<file path="src/rtl/spgd_metric_seq_pkg.sv">
// rtl/spgd_metric_seq_pkg.sv - state encoding and perturbation constants for the SPGD metric sequencer
package spgd_metric_seq_pkg;

   typedef enum logic [2:0] {
      ST_IDLE  = 3'd0,
      ST_SET_P = 3'd1,
      ST_ACQ_P = 3'd2,
      ST_CAP_P = 3'd3,
      ST_SET_M = 3'd4,
      ST_ACQ_M = 3'd5,
      ST_CAP_M = 3'd6,
      ST_DIFF  = 3'd7
   } state_t;

   localparam logic PERT_PLUS  = 1'b0;
   localparam logic PERT_MINUS = 1'b1;

   function automatic logic is_acq(input state_t s);
      return (s == ST_ACQ_P) || (s == ST_ACQ_M);
   endfunction

   // DIFF keeps the minus sign; the mirrors return to + only once back in IDLE
   function automatic logic is_minus(input state_t s);
      return s inside {ST_SET_M, ST_ACQ_M, ST_CAP_M, ST_DIFF};
   endfunction

endpackage

</file>
<file path="src/rtl/fp_sub.sv">
// rtl/fp_sub.sv - generic two's-complement subtractor, wraps modulo 2^WIDTH
module fp_sub #(
   parameter int WIDTH = 64
) (
   input  logic [WIDTH-1:0] a,
   input  logic [WIDTH-1:0] b,
   output logic [WIDTH-1:0] diff
);

   assign diff = a - b;

endmodule

</file>
<file path="src/rtl/spgd_settle_timer.sv">
// rtl/spgd_settle_timer.sv - loadable down-counter with expiry flag, shared by settle and timeout
module spgd_settle_timer #(
   parameter int CNT_WIDTH = 16
) (
   input  logic                 clk,
   input  logic                 rst,
   input  logic                 load,
   input  logic [CNT_WIDTH-1:0] load_val,
   output logic                 expired
);

   logic [CNT_WIDTH-1:0] count;

   // Holds at zero so expiry stays asserted until the next load
   always_ff @(posedge clk) begin
      if (rst) begin
         count <= '0;
      end else if (load) begin
         count <= load_val;
      end else if (count != '0) begin
         count <= count - CNT_WIDTH'(1);
      end
   end

   assign expired = (count == '0);

endmodule

</file>
<file path="src/rtl/spgd_metric_seq.sv">
// rtl/spgd_metric_seq.sv - sequences one +/- perturbation metric pair and emits dJ = J+ - J-
module spgd_metric_seq
   import spgd_metric_seq_pkg::*;
#(
   parameter int FP_WIDTH       = 64,
   parameter int SETTLE_CYCLES  = 16,
   parameter int TIMEOUT_CYCLES = 65535,
   parameter int CNT_WIDTH      = 16
) (
   input  logic                ADC_CLK,
   input  logic                REG_RST,
   input  logic                START,
   input  logic                ADC_DONE,
   input  logic [FP_WIDTH-1:0] ADC_CAL_OUT,
   output logic                ADC_EN,
   output logic                PERT_SIGN,
   output logic [FP_WIDTH-1:0] J_PLUS,
   output logic [FP_WIDTH-1:0] J_MINUS,
   output logic [FP_WIDTH-1:0] DJ_OUT,
   output logic                DJ_VALID,
   output logic                BUSY,
   output logic                ERR
);

   localparam logic [CNT_WIDTH-1:0] TIMEOUT_LOAD = CNT_WIDTH'(TIMEOUT_CYCLES - 1);
   localparam logic [CNT_WIDTH-1:0] SETTLE_LOAD  =
      CNT_WIDTH'((SETTLE_CYCLES > 0) ? SETTLE_CYCLES - 1 : 0);

   // Zero settle skips the SET states entirely and arms the timeout directly
   localparam state_t                FIRST_P    = (SETTLE_CYCLES == 0) ? ST_ACQ_P : ST_SET_P;
   localparam state_t                FIRST_M    = (SETTLE_CYCLES == 0) ? ST_ACQ_M : ST_SET_M;
   localparam logic [CNT_WIDTH-1:0]  FIRST_LOAD = (SETTLE_CYCLES == 0) ? TIMEOUT_LOAD : SETTLE_LOAD;

   state_t                state;
   state_t                state_n;
   logic                  done_q;
   logic                  done_rise;
   logic                  tmr_load;
   logic [CNT_WIDTH-1:0]  tmr_val;
   logic                  tmr_expired;
   logic                  cap_p;
   logic                  cap_m;
   logic                  do_diff;
   logic                  timeout;
   logic [FP_WIDTH-1:0]   diff;

   assign done_rise = ADC_DONE & ~done_q;

   spgd_settle_timer #(
      .CNT_WIDTH(CNT_WIDTH)
   ) u_timer (
      .clk      (ADC_CLK),
      .rst      (REG_RST),
      .load     (tmr_load),
      .load_val (tmr_val),
      .expired  (tmr_expired)
   );

   fp_sub #(
      .WIDTH(FP_WIDTH)
   ) u_sub (
      .a    (J_PLUS),
      .b    (J_MINUS),
      .diff (diff)
   );

   always_comb begin
      state_n  = state;
      tmr_load = 1'b0;
      tmr_val  = TIMEOUT_LOAD;
      cap_p    = 1'b0;
      cap_m    = 1'b0;
      do_diff  = 1'b0;
      timeout  = 1'b0;
      case (state)
         ST_IDLE: begin
            if (START) begin
               state_n  = FIRST_P;
               tmr_load = 1'b1;
               tmr_val  = FIRST_LOAD;
            end
         end
         ST_SET_P: begin
            if (tmr_expired) begin
               state_n  = ST_ACQ_P;
               tmr_load = 1'b1;
            end
         end
         ST_ACQ_P: begin
            if (done_rise) begin
               state_n = ST_CAP_P;
            end else if (tmr_expired) begin
               state_n = ST_IDLE;
               timeout = 1'b1;
            end
         end
         ST_CAP_P: begin
            cap_p    = 1'b1;
            state_n  = FIRST_M;
            tmr_load = 1'b1;
            tmr_val  = FIRST_LOAD;
         end
         ST_SET_M: begin
            if (tmr_expired) begin
               state_n  = ST_ACQ_M;
               tmr_load = 1'b1;
            end
         end
         ST_ACQ_M: begin
            if (done_rise) begin
               state_n = ST_CAP_M;
            end else if (tmr_expired) begin
               state_n = ST_IDLE;
               timeout = 1'b1;
            end
         end
         ST_CAP_M: begin
            cap_m   = 1'b1;
            state_n = ST_DIFF;
         end
         ST_DIFF: begin
            do_diff = 1'b1;
            state_n = ST_IDLE;
         end
         default: begin
            state_n = ST_IDLE;
         end
      endcase
   end

   // Outputs are decoded from the next state so they line up with the state register
   always_ff @(posedge ADC_CLK) begin
      if (REG_RST) begin
         state     <= ST_IDLE;
         done_q    <= 1'b0;
         ADC_EN    <= 1'b0;
         PERT_SIGN <= PERT_PLUS;
         BUSY      <= 1'b0;
         J_PLUS    <= '0;
         J_MINUS   <= '0;
         DJ_OUT    <= '0;
         DJ_VALID  <= 1'b0;
         ERR       <= 1'b0;
      end else begin
         state     <= state_n;
         done_q    <= ADC_DONE;
         ADC_EN    <= is_acq(state_n);
         PERT_SIGN <= is_minus(state_n) ? PERT_MINUS : PERT_PLUS;
         BUSY      <= (state_n != ST_IDLE);
         DJ_VALID  <= do_diff;
         ERR       <= timeout;
         if (cap_p) begin
            J_PLUS <= ADC_CAL_OUT;
         end
         if (cap_m) begin
            J_MINUS <= ADC_CAL_OUT;
         end
         if (do_diff) begin
            DJ_OUT <= diff;
         end
      end
   end

endmodule

</file>
<file path="config.mk">
export PLATFORM = sky130hd
export DESIGN_NAME = spgd_metric_seq
export DESIGN_NICKNAME = d
export VERILOG_FILES = /design/src/rtl/spgd_metric_seq_pkg.sv /design/src/rtl/fp_sub.sv /design/src/rtl/spgd_settle_timer.sv /design/src/rtl/spgd_metric_seq.sv
export SDC_FILE = /design/constraint.sdc
export NUM_CORES = 1
export LEC_CHECK = 0
export CAP_MARGIN = 10
export CORE_MARGIN = 2
export CORE_UTILIZATION = 45
export DETAILED_ROUTE_END_ITERATION = 6
export GPL_TIMING_DRIVEN = 0
export PLACE_DENSITY = 0.75
export SYNTH_ARGS = -nofsm -noshare
export SYNTH_HDL_FRONTEND = slang
export SYNTH_SLANG_ARGS = --single-unit
</file>
<file path="constraint.sdc">
create_clock -name ADC_CLK -period 2.9 [get_ports ADC_CLK]
set_input_delay 0.29 -clock ADC_CLK [delete_from_list [all_inputs] [get_ports ADC_CLK]]
set_output_delay 0.29 -clock ADC_CLK [all_outputs]
set_load 0.005 [all_outputs]
</file>
==> impl_metrics.env, run 1 <==
export IMPL_dp_cells=2184
export IMPL_clk_latency_ns=0.53
export IMPL_antenna_left=0
export IMPL_finalNonFillerCells=2251
export IMPL_worstSetupPathType="register to register"
export IMPL_ys_seq_area_frac=0.365
export IMPL_synth_top_cell_area_share=0.365
export IMPL_via_per_inst=5.48
export IMPL_grt_max_degree=14
export IMPL_syn_nets=1720
export IMPL_end_kind="register"
export IMPL_ctsHoldBuffers=0
export IMPL_min_from="REG_RST"
export IMPL_r2r_start="J_PLUS[0]"
export IMPL_slew_limit_headroom=0.171
export IMPL_seq_area_mm2=0.00437
export IMPL_postSynthRegisterBits=217
export IMPL_cts_root_buf="clkbuf_16"
export IMPL_netlist_area_mm2=0.0119
export IMPL_setup_viol=1
export IMPL_nets=2033
export IMPL_grt_setup_unrepaired="true"
export IMPL_numCtsBuffers=25
export IMPL_worstPathMaxFanout=3
export IMPL_hold_slack_ns=0.215
export IMPL_ir_drop_mv=0.399
export IMPL_slew_violations=0
export IMPL_max_freq_mhz=344
export IMPL_diodes=0
export IMPL_cts_buffer_depth=3
export IMPL_cts_tree="built"
export IMPL_sequentialPowerShare=0.399
export IMPL_dr_pass1_iters=5
export IMPL_synthCells=1586
export IMPL_drt_wl_total_mm=39.5
export IMPL_crit_required_ns=3.31
export IMPL_fin_area_mm2=0.0167
export IMPL_clock_sinks=217
export IMPL_fin_ws_ns=-0.00736
export IMPL_status="complete, but fails checks"
export IMPL_coreArea_mm2=0.0261
export IMPL_p_per_area_mw_per_mm2=463
export IMPL_avgSynthCellArea_um2=7.51
export IMPL_finalSetupTns_ns=-0.00736
export IMPL_grt_pass1_wl_mm=60.8
export IMPL_swShare=0.256
export IMPL_startpoint_type="register"
export IMPL_die_height_um=167
export IMPL_grt_usage=0.267
export IMPL_async_flop_share=0
export IMPL_power_internal_mw=5.74
export IMPL_routabilityCongestion=0.946
export IMPL_multi_input_area_mm2=0.00728
export IMPL_crit_arrival_ns=3.32
export IMPL_fill_cells=2221
export IMPL_worstMarginPinSlew_ns=1.24
export IMPL_row_count=59
export IMPL_wl_per_cell_um=17.5
export IMPL_antenna_found_initial=0
export IMPL_vias=12300
export IMPL_clockPowerShare=0.452
export IMPL_synth_flop_cell="dfxtp_1"
export IMPL_grt_pass1_vias=11600
export IMPL_hpwl_mm=29.2
export IMPL_share_comb_of_total_power=0.149
export IMPL_die_area_mm2=0.0278
export IMPL_netSwitchingPower_mw=1.97
export IMPL_drt_iter0_markers=905
export IMPL_violations="setup timing"
export IMPL_syn_to_final_growth_pct=40.0
export IMPL_ios=265
export IMPL_synth_edf_count=0
export IMPL_htree_levels=1
export IMPL_total_power_mw=7.71
export IMPL_yosys_warnings=0
export IMPL_p_leak_nw=6.44
export IMPL_min_period_ns=2.91
export IMPL_finalCritPeriodShare=1.00
export IMPL_hold_viol_final=0
export IMPL_min_path_type="primary input to register"
export IMPL_synth_distinct_cells=86
export IMPL_grt_overflow=0
export IMPL_fin_skew_ns=0.0131
export IMPL_startpoint="J_PLUS[0]"
export IMPL_synthTopCellsByArea="dfxtp_1 (36%), nand2_1 (13%), a21oi_1 (11%)"
export IMPL_placed_cell_area_mm2=0.0150
export IMPL_dieWidth_um=167
export IMPL_cap_violations=0
export IMPL_clk_pin_slew_ns=0.06
export IMPL_io_buffers=263
export IMPL_drc_errors=0
export IMPL_start_util=0.457
export IMPL_drive_above_1_share=0.116
export IMPL_synth_largest_area_cell="dfxtp_1"
[flip-flops by register name, summed over array words and instances, names as in the netlist]
register / count
J_PLUS: 64
ERR: 1
u_timer.count: 16
J_MINUS: 64
BUSY: 1
state: 3
ADC_EN: 1
done_q: 1
DJ_VALID: 1
DJ_OUT: 64
PERT_SIGN: 1
[critical path, cell delays in order (launching register included)]
cell	delay, ns
dfxtp_2	0.35
inv_2	0.05
ha_4	0.16
fa_2	0.34
nand2b_4	0.17
a21oi_4	0.20
nor3b_4	0.09
o2111ai_4	0.28
a21oi_4	0.11
o31ai_4	0.37
nand2_2	0.12
o31a_1	0.34
xor2_1	0.14
o21ai_1	0.07
[cell usage after synthesis (all sizes together) (22+ instances only)]
master and instances:
clkbuf 70, nand2 410, ha 65, a21o 31, o21ai 66, nor3 22, a21oi 259, inv 86
dfxtp 217, nor2 68, xnor2 35, nand4 23, xor2 28
[per-stage QoR]
| step | util | setup slack [ns] |
|---|---|---|
| after floorplan | - | 0.136 |
| after global placement | 0.574 | -0.516 |
| after detailed placement | 0.574 | -0.448 |
| after CTS | 0.619 | -0.0129 |
| after global routing | 0.640 | -0.132 |
| final | 0.640 | -0.00736 |
[logic make-up after synthesis]
| group | after synthesis | share of synthesized area |
|---|---|---|
| adders and majority gates | 66 | 0.0700 |
| DFF | 217 | 0.365 |
| muxes | 1 | 0.000841 |
| and+or+nand+nor | 602 | 0.218 |
| xor gates and xnor gates | 63 | 0.0463 |
| AOI/OAI and AO/OA | 452 | 0.228 |
| buffers and inverters | 185 | 0.0719 |
[power groups by stage]
| stage | clock network, mW | logic, mW | registers [mW] |
|---|---|---|---|
| 2_1_floorplan | 0 | 0.684 | 3.13 |
| 3_3_place_gp | 0 | 0.990 | 3.14 |
| 6_report | 3.49 | 1.15 | 3.08 |
| 3_5_place_dp | 0 | 0.996 | 3.14 |
| 5_1_grt | 3.63 | 1.25 | 3.08 |
| 4_1_cts | 3.51 | 1.07 | 3.08 |
[final timing paths]
kind,cells after the start,slack [ns],end
worst max-delay path,13,-0.007,DJ_OUT[52]
worst min-delay path,2,0.21,state[1]
worst max register to register,13,-0.007,DJ_OUT[52]
worst min register to register,2,0.45,DJ_OUT[36]
[cell usage in the layout, fill, tap and decap left out, types with 9 or more instances in the layout]
master / synthesis / layout
a21o_1: 29 / 29
o21ai_0: 57 / 53
nor2_1: 68 / 65
nand2_1: 406 / 401
buf_1: 9 / 9
nor3_1: 22 / 21
ha_1: 65 / 44
a21oi_2: 3 / 14
clkbuf_8: 4 / 10
dfxtp_1: 217 / 198
clkbuf_16: 0 / 25
buf_4: 3 / 30
nand3_1: 18 / 17
xor2_1: 28 / 28
a21oi_1: 255 / 237
o21bai_1: 9 / 9
clkdlybuf4s50_1: 0 / 263
dfxtp_2: 0 / 19
inv_1: 86 / 84
o211ai_1: 9 / 9
xnor2_1: 35 / 35
clkbuf_1: 66 / 61
nand4_1: 23 / 23
ha_4: 0 / 13
o21a_1: 11 / 10
[timing repair]
| action | in CTS | in global routing |
|---|---|---|
| setup buffers | 5 | 25 |
| endpoints found under the setup margin | 23 | 24 |
| pin swaps | 14 | 42 |
| resized for setup | 46 | 91 |
[per-layer routing]
metal,vias to the layer above,part of all wire,global-route usage,routed length (um)
met5,-,0,0,0
met4,0,0.037,0.0967,1460
met3,72,0.063,0.0416,2490
met2,430,0.45,0.424,17700
met1,5823,0.45,0.367,17800
li1,6014,-,-,-
[final cells by class]
class,count,share of cell area
buffer,92,0.0301
clock buffer,31,0.0425
clock inverter,13,0.0124
inverter,86,0.0194
multi-input combinational,1184,0.437
sequential,217,0.262
tap,335,0.0251
timing repair buffer,293,0.172
Power figures use the tool's default switching activity.
==> run 2: changes to the inputs <==
- SKIP_LAST_GASP: unset -> 1
- SLEW_MARGIN: unset -> 15
==> run 2 against run 1 <==
Net effect:
- the run still ends with setup timing left
- sequential share of layout area rose by 0.17 points
- total power barely moved
- via count is essentially flat
- clock-buffer cell count unchanged
- final area down 0.71%
- final cell count about the same
- combinational power about the same
- flip-flop and latch count is the same
- first-iteration DRC count is 5.4% higher
- setup slack worse by 0.0032 ns
- core utilization shrank 0.46 points
- clock power about the same
==> impl_metrics.env, run 2 (synthesized netlist as in run 1, its figures left out) <==
export IMPL_status="complete, but fails checks"
export IMPL_violations="setup timing"
export IMPL_finalSetupTns_ns=-0.0106
export IMPL_diodes=0
export IMPL_grt_max_degree=14
export IMPL_cap_violations=0
export IMPL_crit_required_ns=3.31
export IMPL_ios=265
export IMPL_die_height_um=167
export IMPL_grt_overflow=0
export IMPL_htree_levels=1
export IMPL_reg_top3="DJ_OUT: 64 flops, J_MINUS: 64 flops, J_PLUS: 64 flops"
export IMPL_fill_cells=2226
export IMPL_r2r_start="J_MINUS[14]"
export IMPL_antenna_found_initial=0
export IMPL_p_per_area_mw_per_mm2=466
export IMPL_grt_pass1_vias=11500
export IMPL_clk_latency_ns=0.53
export IMPL_clock_sinks=217
export IMPL_grt_pass1_wl_mm=60.8
export IMPL_syn_to_final_growth_pct=39.0
export IMPL_layout_commonest_cell="nand2_1"
export IMPL_hold_slack_ns=0.213
export IMPL_worstMarginPinSlew_ns=1.26
export IMPL_fin_skew_ns=0.0167
export IMPL_worstSetupPathType="register to register"
export IMPL_nets=2031
export IMPL_slew_limit_headroom=0.158
export IMPL_r2r_cells=14
export IMPL_hpwl_mm=29.2
export IMPL_fin_ws_ns=-0.0106
export IMPL_numCtsBuffers=25
export IMPL_start_util=0.457
export IMPL_cts_root_buf="clkbuf_16"
export IMPL_hold_viol_final=0
export IMPL_min_path_type="primary input to register"
export IMPL_drive_above_1_share=0.106
export IMPL_min_period_ns=2.91
export IMPL_slew_violations=0
export IMPL_antenna_left=0
export IMPL_routabilityCongestion=0.946
export IMPL_row_count=59
export IMPL_crit_arrival_ns=3.33
export IMPL_die_area_mm2=0.0278
export IMPL_setup_viol=1
export IMPL_finalCritPeriodShare=1.00
export IMPL_coreArea_mm2=0.0261
export IMPL_drt_iter0_markers=954
export IMPL_cts_tree="built"
export IMPL_startpoint_type="register"
export IMPL_cts_buffer_depth=3
export IMPL_p_leak_nw=6.41
export IMPL_hold_depth=2
export IMPL_io_buffers=263
export IMPL_drt_wl_total_mm=39.1
export IMPL_max_freq_mhz=344
export IMPL_vias=12300
export IMPL_dr_pass1_iters=5
export IMPL_grt_setup_unrepaired="true"
export IMPL_ctsHoldBuffers=0
export IMPL_clk_pin_slew_ns=0.06
export IMPL_via_per_inst=5.49
export IMPL_ir_drop_mv=0.383
export IMPL_startpoint="J_MINUS[14]"
export IMPL_worstPathMaxFanout=6
export IMPL_end_kind="register"
export IMPL_drc_errors=0
export IMPL_min_from="REG_RST"
export IMPL_final_cell_mix="nand2_1 (402), clkdlybuf4s50_1 (263), a21oi_1 (241)"
export IMPL_wl_per_cell_um=17.4
export IMPL_grt_usage=0.267
export IMPL_dieWidth_um=167
==> run 2: changes by cell type in the layout (fill, tap and decap cells not counted), sizes merged <==
| cell | previous run | this run |
|---|---|---|
| buf | 52 | 49 |
| clkdlybuf4s15 | 2 | 3 |
==> run 2: layout make-up <==
cell class              instances  area (um^2)  share of cell area
multi-input cells            1184         7180               0.434
inverters                      86          323              0.0195
clock buffers                  31          708              0.0428
clock inverters                13          206              0.0125
repair buffers                291         2840               0.172
well taps                     335          419              0.0253
flip-flops and latches        217         4360               0.264
plain buffers                  92          508              0.0307
==> run 2: worst paths after layout <==
| kind | to | slack (ns) |
|---|---|---|
| worst min-delay path | state[1] | 0.21 |
| worst max register to register | DJ_OUT[52] | -0.01 |
| worst max-delay path | DJ_OUT[52] | -0.01 |
| worst min register to register | DJ_OUT[36] | 0.45 |
==> run 2: per-stage QoR <==
stage,power [mW],utilization,setup WS (ns),area [um^2],instances
after floorplan,3.82,-,0.136,11900,1586
after global placement,4.13,0.574,-0.516,15000,2184
after detailed placement,4.14,0.574,-0.448,15000,2184
after CTS,7.65,0.619,-0.0353,16100,2232
after global routing,7.97,0.635,-0.137,16500,2249
final,7.71,0.635,-0.0106,16500,2249
==> run 2: critical path, cell delays in order (launching register included) <==
cell	delay, ns
dfxtp_2	0.34
inv_1	0.05
ha_1	0.28
buf_6	0.12
buf_4	0.10
nand2_1	0.05
o211ai_1	0.17
o2111ai_1	0.30
o2111ai_4	0.23
a21oi_4	0.11
o31ai_4	0.37
nand2_2	0.12
o31a_1	0.34
xor2_1	0.14
o21ai_1	0.07
==> run 2: where the power goes <==
| group | leakage (nW) | switching, mW | total, mW | internal (mW) |
|---|---|---|---|---|
| logic | 4.21 | 0.609 | 1.15 | 0.538 |
| clock network | 0.446 | 1.31 | 3.48 | 2.17 |
| registers | 1.76 | 0.0458 | 3.08 | 3.03 |
| total | 6.41 | 1.96 | 7.71 | 5.74 |
==> run 2: metal layers <==
layer,vias up,routed length [um],global-route usage
met5,-,0,0
met4,0,1450,0.0967
met3,71,2820,0.0416
met2,481,17400,0.423
met1,5775,17400,0.367
li1,6016,-,-
==> run 2: what timing repair did <==
action                                  in CTS  in global routing
setup buffers                                5                 23
gates resized for setup                     45                 68
pin swaps                                   14                 35
endpoints found under the setup margin      23                 25
==> run 3: changes to the inputs <==
- REMOVE_ABC_BUFFERS: unset -> 1
==> run 3 against run 2 <==
Net effect:
- the flow still finishes with violations (setup timing)
- non-clock buffer count decreased by 86
- clock skew is 0.0034 ns higher
- global-route usage down 1.1 points
- routed wire length is 3.9% lower
- critical path depth fell by 1
- largest power group unchanged
- setup slack got worse by 0.072 ns
- combinational power down 4%
- via count shrank 2.5%
- final area down 2.4%
- flip-flop and latch count unchanged
==> impl_metrics.env, run 3 (synthesized netlist as in run 1, its figures left out) <==
export IMPL_status="complete, but fails checks"
export IMPL_violations="setup timing"
export IMPL_worstPathMaxFanout=3
export IMPL_max_freq_mhz=335
export IMPL_r2r_start="J_PLUS[0]"
export IMPL_finalSetupTns_ns=-0.0825
export IMPL_setup_viol=1
export IMPL_grt_pass1_wl_mm=59.1
export IMPL_wl_per_cell_um=17.3
export IMPL_reg_top3="DJ_OUT: 64 flops, J_MINUS: 64 flops, J_PLUS: 64 flops"
export IMPL_seq_area_mm2=0.00435
export IMPL_grt_overflow=0
export IMPL_crit_arrival_ns=3.38
export IMPL_final_cell_mix="nand2_1 (402), clkdlybuf4s50_1 (263), a21oi_1 (245)"
export IMPL_die_height_um=167
export IMPL_dp_cells=2095
export IMPL_min_path_type="primary input to register"
export IMPL_antenna_left=0
export IMPL_ctsHoldBuffers=0
export IMPL_drt_wl_total_mm=37.6
export IMPL_crit_required_ns=3.29
export IMPL_clock_sinks=217
export IMPL_syn_to_final_growth_pct=35.6
export IMPL_worstSetupPathType="register to register"
export IMPL_ios=265
export IMPL_fin_ws_ns=-0.0825
export IMPL_grt_usage=0.255
export IMPL_slew_limit_headroom=0.475
export IMPL_cts_buffer_depth=3
export IMPL_die_area_mm2=0.0278
export IMPL_fill_cells=2277
export IMPL_clk_latency_ns=0.53
export IMPL_min_from="REG_RST"
export IMPL_routabilityCongestion=0.896
export IMPL_finalNonFillerCells=2167
export IMPL_grt_setup_unrepaired="true"
export IMPL_layout_commonest_cell="nand2_1"
export IMPL_end_kind="register"
export IMPL_cts_tree="built"
export IMPL_fin_skew_ns=0.0200
export IMPL_startpoint="J_PLUS[0]"
export IMPL_p_leak_nw=6.27
export IMPL_start_util=0.457
export IMPL_drive_above_1_share=0.0973
export IMPL_vias=12000
export IMPL_dieWidth_um=167
export IMPL_ir_drop_mv=0.503
export IMPL_startpoint_type="register"
export IMPL_clk_pin_slew_ns=0.06
export IMPL_coreArea_mm2=0.0261
export IMPL_p_per_area_mw_per_mm2=465
export IMPL_cap_violations=0
export IMPL_hold_viol_final=0
export IMPL_via_per_inst=5.56
export IMPL_worstMarginPinSlew_ns=0.786
export IMPL_io_buffers=264
export IMPL_numCtsBuffers=25
export IMPL_dr_pass1_iters=6
export IMPL_nets=1945
export IMPL_hpwl_mm=26.5
export IMPL_multi_input_area_mm2=0.00714
export IMPL_antenna_found_initial=2
export IMPL_min_period_ns=2.98
export IMPL_row_count=59
export IMPL_grt_max_degree=110
export IMPL_slew_violations=0
export IMPL_cts_root_buf="clkbuf_16"
export IMPL_finalCritPeriodShare=1.03
export IMPL_htree_levels=1
export IMPL_grt_pass1_vias=11300
export IMPL_drc_errors=0
export IMPL_drt_iter0_markers=823
## run 3: metal layers
layer  wire (um)  up-vias  track usage
li1            -     5857            -
met1       15700     5624        0.329
met2       17500      466        0.425
met3        2520       91       0.0352
met4        1810        0        0.118
met5           0        -            0
## run 3: through the flow
stage	instance area [um^2]	setup slack (ns)	util	hold slack [ns]	total power, mW
global placement	14400	-6.44	0.554	0.433	4.08
global route	16100	-0.177	0.620	0.249	7.81
finish	16100	-0.0825	0.620	0.229	7.52
floorplan	11400	-0.406	-	0.359	3.77
detailed placement	14700	-0.402	0.564	0.440	4.11
CTS	15800	-0.0225	0.607	0.234	7.50
## run 3: critical path, cell delays in order, from the launching register on
cell and delay (ns):
dfxtp_2 0.32, inv_1 0.04, ha_2 0.20, fa_2 0.34, nand2b_4 0.17, a21oi_4 0.22
nor3b_4 0.09, o2111ai_2 0.32, a21oi_2 0.15, o31ai_4 0.37, nand2_2 0.12, o31a_1 0.29
xor2_1 0.15, o21ai_1 0.07
## run 3: layout make-up
cell class | count | area share
multi-input combinational | 1184 | 0.442
antenna | 2 | 0.000310
tap | 335 | 0.0260
inverter | 86 | 0.0200
clock buffer | 32 | 0.0428
clock inverter | 14 | 0.0110
sequential | 217 | 0.269
timing repair buffer | 297 | 0.188
## run 3: final timing paths
path,endpoint,slack (ns),cells after the start
max,DJ_OUT[52],-0.08,13
min,state[2],0.23,2
min reg2reg,DJ_OUT[59],0.44,2
max reg2reg,DJ_OUT[52],-0.08,13
## run 3: where the power goes
part | internal, mW | total [mW] | switching, mW
Combinational | 0.522 | 1.10 | 0.575
Sequential | 3.03 | 3.09 | 0.0531
Clock | 2.04 | 3.33 | 1.29
## run 3: timing repair
item                       CTS  global route
pin swaps                    9            21
setup buffers                6            18
setup endpoints to repair   25            27
resized for setup           42            49
